### config.mk
export PLATFORM = sky130hd
export DESIGN_NAME = uart_rx_fsm
export DESIGN_NICKNAME = d
export VERILOG_FILES = /design/src/rtl/uart_pkg.sv /design/src/rtl/uart_rx_sync.sv /design/src/rtl/uart_rx_fsm.sv
export SDC_FILE = /design/constraint.sdc
export NUM_CORES = 1
export LEC_CHECK = 0
export CORE_MARGIN = 4
export CORE_UTILIZATION = 43
export DETAILED_ROUTE_END_ITERATION = 8
export SLEW_MARGIN = 20
export SYNTH_ARGS = -nofsm -noshare
export SYNTH_HDL_FRONTEND = slang
export SYNTH_SLANG_ARGS = --single-unit
export TNS_END_PERCENT = 100
### constraint.sdc
create_clock -name clk -period 2.2 [get_ports clk]
set_clock_uncertainty 0.15 [all_clocks]
set_input_delay 0.22 -clock clk [delete_from_list [all_inputs] [get_ports clk]]
set_output_delay 0.22 -clock clk [all_outputs]
set_load 0.05 [all_outputs]
### src/rtl/uart_pkg.sv
// Shared UART definitions: FSM state encoding, default frame geometry and parity helpers.
package uart_pkg;

  typedef enum logic [2:0] {
    IDLE       = 3'd0,
    START_BIT  = 3'd1,
    DATA_BIT   = 3'd2,
    PARITY_BIT = 3'd3,
    STOP_BIT   = 3'd4,
    BREAK_WAIT = 3'd5
  } uart_state_e;

  localparam int   DEF_DATA_BITS    = 8;
  localparam int   DEF_OVERSAMPLE   = 16;
  localparam logic PARITY_MODE_EVEN = 1'b0;
  localparam logic PARITY_MODE_ODD  = 1'b1;

  // Nonzero when data bits plus the received parity bit violate the selected mode.
  function automatic logic parity_mismatch(input logic [7:0] data, input logic sample,
                                           input logic odd);
    return (^data) ^ sample ^ odd;
  endfunction

endpackage

### src/rtl/uart_rx_sync.sv
// Two-flop synchronizer for the asynchronous serial line; resets to the idle (high) level.
module uart_rx_sync (
  input  logic clk,
  input  logic rstn,
  input  logic d,
  output logic q
);

  logic meta_r;
  logic sync_r;

  // Synchronizer chain.
  always_ff @(posedge clk or negedge rstn) begin
    if (!rstn) begin
      meta_r <= 1'b1;
      sync_r <= 1'b1;
    end else begin
      meta_r <= d;
      sync_r <= meta_r;
    end
  end

  assign q = sync_r;

endmodule

### src/rtl/uart_rx_fsm.sv
// UART receiver: start/data/parity/stop recovery on a 16x-style oversampling tick,
// with per-byte parity and framing error flags.
module uart_rx_fsm
  import uart_pkg::*;
#(
  parameter int DATA_BITS  = DEF_DATA_BITS,
  parameter int PARITY_EN  = 1,
  parameter int PARITY_ODD = 0,
  parameter int OVERSAMPLE = DEF_OVERSAMPLE
) (
  input  logic                 clk,
  input  logic                 rstn,
  input  logic                 baud_tick,
  input  logic                 rx_in,
  output logic [DATA_BITS-1:0] rx_data,
  output logic                 rx_valid,
  output logic                 parity_err,
  output logic                 frame_err,
  output logic                 rx_busy
);

  localparam int            TW       = $clog2(OVERSAMPLE);
  localparam logic [TW-1:0] TICK_MID = TW'(OVERSAMPLE / 2 - 1);
  localparam logic [TW-1:0] TICK_END = TW'(OVERSAMPLE - 1);
  localparam logic [TW-1:0] TICK_ONE = TW'(1);
  localparam logic [2:0]    LAST_BIT = 3'(DATA_BITS - 1);
  localparam logic          PAR_ON   = (PARITY_EN != 0);
  localparam logic          PAR_ODD  = (PARITY_ODD != 0) ? PARITY_MODE_ODD : PARITY_MODE_EVEN;

  uart_state_e          state_r;
  uart_state_e          state_nxt_s;
  logic                 rx_s;
  logic [TW-1:0]        tcnt_r;
  logic [2:0]           bcnt_r;
  logic [DATA_BITS-1:0] shift_r;
  logic                 perr_pend_r;
  logic [DATA_BITS-1:0] rx_data_r;
  logic                 rx_valid_r;
  logic                 parity_err_r;
  logic                 frame_err_r;
  logic                 rx_busy_r;
  logic [7:0]           data_ext_s;
  logic                 mid_s;
  logic                 end_s;
  logic                 tcnt_clr_s;
  logic                 tcnt_inc_s;
  logic                 bcnt_clr_s;
  logic                 shift_en_s;
  logic                 par_en_s;
  logic                 stop_en_s;

  uart_rx_sync u_sync (
    .clk  (clk),
    .rstn (rstn),
    .d    (rx_in),
    .q    (rx_s)
  );

  assign mid_s = baud_tick && (tcnt_r == TICK_MID);
  assign end_s = baud_tick && (tcnt_r == TICK_END);

  // Zero-extend the shift register for the 8-bit parity helper.
  always_comb begin
    data_ext_s                = 8'h00;
    data_ext_s[DATA_BITS-1:0] = shift_r;
  end

  // State register.
  always_ff @(posedge clk or negedge rstn) begin
    if (!rstn) begin
      state_r <= IDLE;
    end else begin
      state_r <= state_nxt_s;
    end
  end

  // Next-state logic; all bit-period decisions wait for a baud tick.
  always_comb begin
    state_nxt_s = state_r;
    case (state_r)
      IDLE: begin
        if (!rx_s) state_nxt_s = START_BIT;
        else       state_nxt_s = IDLE;
      end
      START_BIT: begin
        if (mid_s) state_nxt_s = rx_s ? IDLE : DATA_BIT;
        else       state_nxt_s = START_BIT;
      end
      DATA_BIT: begin
        if (end_s && (bcnt_r == LAST_BIT)) state_nxt_s = PAR_ON ? PARITY_BIT : STOP_BIT;
        else                               state_nxt_s = DATA_BIT;
      end
      PARITY_BIT: begin
        if (end_s) state_nxt_s = STOP_BIT;
        else       state_nxt_s = PARITY_BIT;
      end
      STOP_BIT: begin
        if (end_s) state_nxt_s = rx_s ? IDLE : BREAK_WAIT;
        else       state_nxt_s = STOP_BIT;
      end
      BREAK_WAIT: begin
        if (rx_s) state_nxt_s = IDLE;
        else      state_nxt_s = BREAK_WAIT;
      end
      default: state_nxt_s = IDLE;
    endcase
  end

  // Datapath strobes decoded from the current state.
  always_comb begin
    tcnt_clr_s = 1'b0;
    tcnt_inc_s = 1'b0;
    bcnt_clr_s = 1'b0;
    shift_en_s = 1'b0;
    par_en_s   = 1'b0;
    stop_en_s  = 1'b0;
    case (state_r)
      IDLE: begin
        tcnt_clr_s = 1'b1;
        bcnt_clr_s = 1'b1;
      end
      START_BIT: begin
        if (mid_s) begin
          tcnt_clr_s = 1'b1;
          bcnt_clr_s = 1'b1;
        end else begin
          tcnt_inc_s = baud_tick;
        end
      end
      DATA_BIT: begin
        if (end_s) begin
          tcnt_clr_s = 1'b1;
          shift_en_s = 1'b1;
        end else begin
          tcnt_inc_s = baud_tick;
        end
      end
      PARITY_BIT: begin
        if (end_s) begin
          tcnt_clr_s = 1'b1;
          par_en_s   = 1'b1;
        end else begin
          tcnt_inc_s = baud_tick;
        end
      end
      STOP_BIT: begin
        if (end_s) begin
          tcnt_clr_s = 1'b1;
          stop_en_s  = 1'b1;
        end else begin
          tcnt_inc_s = baud_tick;
        end
      end
      BREAK_WAIT: begin
        tcnt_clr_s = 1'b1;
      end
      default: begin
        tcnt_clr_s = 1'b1;
        bcnt_clr_s = 1'b1;
      end
    endcase
  end

  // Counters, shift register and registered host-side outputs.
  always_ff @(posedge clk or negedge rstn) begin
    if (!rstn) begin
      tcnt_r       <= {TW{1'b0}};
      bcnt_r       <= 3'd0;
      shift_r      <= {DATA_BITS{1'b0}};
      perr_pend_r  <= 1'b0;
      rx_data_r    <= {DATA_BITS{1'b0}};
      rx_valid_r   <= 1'b0;
      parity_err_r <= 1'b0;
      frame_err_r  <= 1'b0;
      rx_busy_r    <= 1'b0;
    end else begin
      if (tcnt_clr_s)      tcnt_r <= {TW{1'b0}};
      else if (tcnt_inc_s) tcnt_r <= tcnt_r + TICK_ONE;
      if (bcnt_clr_s)      bcnt_r <= 3'd0;
      else if (shift_en_s) bcnt_r <= bcnt_r + 3'd1;
      // LSB-first line order: each new bit enters at the MSB and walks down.
      if (shift_en_s) shift_r <= {rx_s, shift_r[DATA_BITS-1:1]};
      if (par_en_s) perr_pend_r <= parity_mismatch(data_ext_s, rx_s, PAR_ODD);
      rx_valid_r <= stop_en_s;
      if (stop_en_s) begin
        rx_data_r    <= shift_r;
        frame_err_r  <= ~rx_s;
        parity_err_r <= PAR_ON & perr_pend_r;
      end
      rx_busy_r <= (state_nxt_s != IDLE);
    end
  end

  assign rx_data    = rx_data_r;
  assign rx_valid   = rx_valid_r;
  assign parity_err = parity_err_r;
  assign frame_err  = frame_err_r;
  assign rx_busy    = rx_busy_r;

endmodule

=== Yosys cells after proc, flatten, opt, wreduce, memory -nomap -nowiden ===
Index checks and enable logic that the tools add are counted.

* $lt $le $gt $ge: 0
* Add/subtract/negate cells: 2
* Mux-type cells: 22
* Reductions and logical operators: 10
* Equal/unequal tests: 8
* Multiply operators: 0
* Div/mod/pow operators: 0
* Shifts and indexed selects: 0
* Bitwise operators: 2

{| class="wikitable"
|+ Operators with widths
! operator !! number
|-
| $pmux 3 s6 || 1
|-
| $mux 3 || 5
|-
| $eq 3x3->1 const B || 3
|-
| $mux 1 || 9
|-
| $mux 4 || 2
|-
| $reduce_xor 8->1 || 1
|-
| $eq 3x2->1 const B || 2
|-
| $pmux 1 s2 || 3
|-
| $add 4x1->4 const B || 1
|-
| $eq 4x3->1 const B || 1
|-
| $eq 4x4->1 const B || 1
|-
| $mux 2 || 2
|-
| $reduce_bool 2->1 || 2
|-
| $reduce_or 4->1 || 1
|-
| $add 3x1->3 const B || 1
|-
| $eq 3x1->1 const B || 1
|-
| $logic_and 1x1->1 || 3
|-
| $logic_not 3->1 || 1
|-
| $reduce_bool 3->1 || 1
|-
| $reduce_or 3->1 || 1
|-
| $not 1->1 || 1
|-
| $xor 1x1->1 || 1
|}

* Logic and storage cells: 56
* Memories kept: 0
* Memory bits (read-only): 0
* Bits of input ports: 4
* Latch bits: 0
* Register bits after elaboration: 33
* Output and inout port bits: 12
* Memory bits (writable): 0

=== Depth between registers and ports, before layout ===
* Word-level depth: 6
* Depth in mapped cells: 6
* Mapped depth without buffers: 6

=== Cells and area by module ===
Synthesis repeated with hierarchy kept, for this count alone.

* Cell total of the unflattened synthesis: 145
* Area total of the unflattened synthesis: 1564.0 um^2

{| class="wikitable"
|+ Modules (own cells, without submodules)
! module !! area each (um^2) !! cells an instance !! instances
|-
| uart_rx_fsm || 1511.4 || 143 || 1
|-
| uart_rx_sync || 52.6 || 2 || 1
|}

=== Least setup slack after synthesis ===
No wires, ideal clock.

* Kind: register to register
* From: reg tcnt_r[0]
* To: reg tcnt_r[3]
* Arrival time: 1675 ps
* Setup slack: 297 ps
* Clock period less this slack: 1903 ps
* Stages on the path, launching flop included: 6
* Setup time: 78 ps
* Data required time: 1972 ps
* Path through: dfrtp_1 > ha_1 > a31oi_2 > o2111ai_2 > or4_1 > a21oi_1

* Longest elaborated chain between the ends: 5

{| class="wikitable"
|+ RTL lines
! what !! RTL line !! source
|-
| start: declaration || uart_rx_fsm.sv:33 || <nowiki>logic [TW-1:0] tcnt_r;</nowiki>
|-
| start signal: assignment || uart_rx_fsm.sv:167 || <nowiki>tcnt_r <= {TW{1'b0}};</nowiki>
|-
| start signal: assignment || uart_rx_fsm.sv:177 || <nowiki>if (tcnt_clr_s) tcnt_r <= {TW{1'b0}};</nowiki>
|-
| start signal: assignment || uart_rx_fsm.sv:178 || <nowiki>else if (tcnt_inc_s) tcnt_r <= tcnt_r + TICK_ONE;</nowiki>
|-
| $eq 4x4->1 / $eq 4x3->1 (equally long branches) || uart_rx_fsm.sv:60, uart_rx_fsm.sv:59 ||
|-
| $logic_and 1x1->1, on equally long branches || uart_rx_fsm.sv:60, uart_rx_fsm.sv:59 ||
|-
| $mux 1, on equally long branches || n/a ||
|-
| $pmux 1 s2 || uart_rx_fsm.sv:117 || <nowiki>case (state_r)</nowiki>
|-
| $mux 4 / $reduce_bool 2->1 (equally long branches) || n/a ||
|}

Parallel ways exist; a longest one is shown, timed or not. The select of a mux whose other input is x is not followed.
A chain may end at the register's enable or synchronous reset.

=== Worst setup path after layout ===
Ends and elaborated chain as after synthesis.

==> impl_metrics.csv <==
group,metric,value,unit
clock_network,clkSlewWorstSetupHoldPaths,0.07,ns
detailed_routing,route.met2.wl,1140,um
timing,fmax,492,MHz
yosys,synth.area.top_cells,"dfrtp_1, nand2_1, mux2_2",
placement,hpwl,1870,um
yosys,avgSynthCellArea,10.8,sq um
timing,hold_viol,0,
finish,nFillCells,304,
timing,slew_headroom,0.642,
hold_path,hold_path_class,"in2async",
die,initial_core_util,0.456,
detailed_routing,wl_met1,1330,um
detailed_routing,drt_iter0_drc,70,
die,ioPinCount,16,
placement,gp_congestion,0.870,
critical_path,cp_max_fo,8,
timing,period_share,0.924,
die,row_count,21,
critical_path,crit_type,"reg2reg",
detailed_routing,wl_per_cell,12.6,um
yosys,synth-seq-cells,33,
power_and_ir_drop,leakage,0.886,nW
clock_network,cts_tree,"done",
critical_path,arrival,2.09,ns
yosys,ys_types,40,
timing,tns,0,ns
die,fp.dieW,68.4,um
critical_path,crit_chain,"ha_1, a31oi_2, o2111ai_2, or4_1, a21oi_1",
detailed_routing,drc,0,
global_route,grt_pass1_vias,999,
critical_path,worstRegToRegCells,5,
clock_network,clock_path_buffers,2,
detailed_routing,drt_pass1_iterations,4,
detailed_routing,vias,1089,
global_route,grt_first_pass_wirelength,4600,um
clock_network,cts_hold_buffers,0,
flow_run,drv_cap,0,
finish,finish.utilization,0.545,
timing,final-setup-viol-count,0,
run_status,status,"completed",
global_route,antenna_found_initial,0,
clock_network,cts_resized,0,
yosys,synth_top_area_frac,0.494,
clock_network,cts_buffers,5,
detailed_routing,highest_layer,"met4",
critical_path,cp-end-kind,"flop",
detailed_routing,drtAntennaViolNets,0,
critical_path,worstPathRequired,2.26,ns
clock_network,worstSkewPairLatency,0.28,ns
clock_network,cts_setup_buffers,0,
timing,rsz0062_at_grt,"no",
yosys,synth.largest_area_cell,"dfrtp_1",
global_route,grt_usage,0.139,
critical_path,crit_slowest_cell,"or4_1",
finish,nets,172,
finish,syn_to_final_growth,19.6,%
yosys,synth_nets,152,
yosys,syn-cell-area,1570,sq um
timing,tightest_slew,0.532,ns
power_and_ir_drop,ir_drop,544,uV
finish,layout-drive-gt1-share,0.157,
critical_path,r2r_slack,0.17,ns
yosys,yosys_warnings,0,
yosys,synthCells,145,
die,core,3440,sq um
global_route,grt.overflow.total,0,
yosys,synth-seq-area-share,0.528,
clock_network,clkSinkCount,33,
critical_path,start_kind,"flop",
placement,portBuffers,15,
detailed_routing,wl_met3,161,um
global_route,grt_max_degree,34,
detailed_routing,via_per_inst,5.14,
clock_network,htree_levels,2,
clock_network,cts_root_buffer,"clkbuf_8",
timing,finalCriticalPeriod,2.03,ns
die,dieArea,4680,sq um
power_and_ir_drop,power,0.00154,W
die,die_height,68.4,um
power_and_ir_drop,p_per_area,820,nW/um^2
detailed_routing,wirelength,2680,um
timing,finalMaxSlewViolations,0,
critical_path,crit_path_max_incr_delay,0.54,ns
finish,num_antenna_cells,0,
cell usage after synthesis, drive strengths merged:
cell type and number:
clkbuf 1, xnor3 1, xnor2 6, or2 1
and2b 1, dfrtp 31, o2bb2ai 1, nand2 31
o211ai 1, and4 1, nand4 2, or3 2
ha 3, inv 3, or2b 1, o2111ai 1
buf 4, o21ai 8, or4 2, o22a 1
mux2i 3, dfstp 2, a21o 1, nand3 1
nor3b 1, o31ai 3, and2 1, and3 1
a211oi 1, a31oi 1, nor2 5, mux2 9
nor3 2, clkinv 1, a21oi 7, xor2 1
nand4b 3
cells in the final DEF, fill, tap and decap left out, drive strengths merged, types with 2 or more instances in the layout:
master	count
ha	3
buf	3
dfstp	2
nand2	31
nor3	2
mux2i	3
o21ai	8
mux2	9
or4	2
clkbuf	7
inv	3
clkdlybuf4s50	15
a21oi	7
or3	2
nand4	2
o31ai	3
dfrtp	31
nand4b	3
nor2	5
xnor2	6
area by class of cell:
type,instances,area [sq um],share of cell area
Clock buffer,7,86.3,0.0460
Clock inverter,1,30.0,0.0160
Inverter,4,15.0,0.00800
Multi-Input combinational cell,103,687,0.366
Sequential cell,33,828,0.441
Tap cell,46,57.6,0.0307
Timing Repair Buffer,18,173,0.0920
where the power goes:
| part | internal [W] | switching (W) | total [W] |
|---|---|---|---|
| clock | 0.000369 | 0.000210 | 0.000579 |
| combinational | 0.000119 | 0.0000978 | 0.000217 |
| sequential | 0.000669 | 0.0000736 | 0.000742 |
state kept, by name (all words and copies together) (netlist names):
signal         cells
frame_err          1
rx_busy            1
state_r            3
u_sync.meta_r      1
data_ext_s         8
parity_err         1
u_sync.q           1
rx_valid           1
perr_pend_r        1
bcnt_r             3
rx_data            8
tcnt_r             4
critical path, delay by kind of cell, from the launching register on:
family | cells | cell delay, ns
AND/OR/NAND/NOR | 1 | 0.54
AO/OA/AOI/OAI | 3 | 0.57
adder cells (fa/ha/maj) | 1 | 0.29
flip-flops | 1 | 0.40
cell families (layout without fill, tap and decap cells):
| logic type | Yosys count | count (layout) | share of synthesized area |
|---|---|---|---|
| xor+xnor | 8 | 8 | 0.0534 |
| compound gates | 25 | 25 | 0.105 |
| mux | 12 | 12 | 0.0837 |
| fa+ha+maj | 3 | 3 | 0.0239 |
| buf+inv | 9 | 30 | 0.0343 |
| flops | 33 | 33 | 0.528 |
| simple gates | 55 | 55 | 0.171 |
routing by layer:
metal  vias up  track usage
li1        547            -
met1       503        0.182
met2        33        0.192
met3         6       0.0657
met4         0       0.0620
met5         -            0
through the flow:
step                cells  worst slack (ns)  instance area, sq um  hold slack [ns]
detailed placement    204             0.132                  1760            0.198
floorplan             145             0.297                  1570           -0.226
CTS                   212             0.164                  1880            0.179
global route          212            0.0118                  1880            0.179
finish                212             0.168                  1880            0.186
global placement      204             0.193                  1760            0.197
final timing paths:
path                               start            end
max                            tcnt_r[0]      tcnt_r[3]
min                                 rstn     state_r[0]
max reg2reg                    tcnt_r[0]      tcnt_r[3]
min reg2reg                u_sync.meta_r       u_sync.q
max in group asynchronous           rstn       u_sync.q
min in group clk                   rx_in  u_sync.meta_r
(Power assumes the default switching activity.)
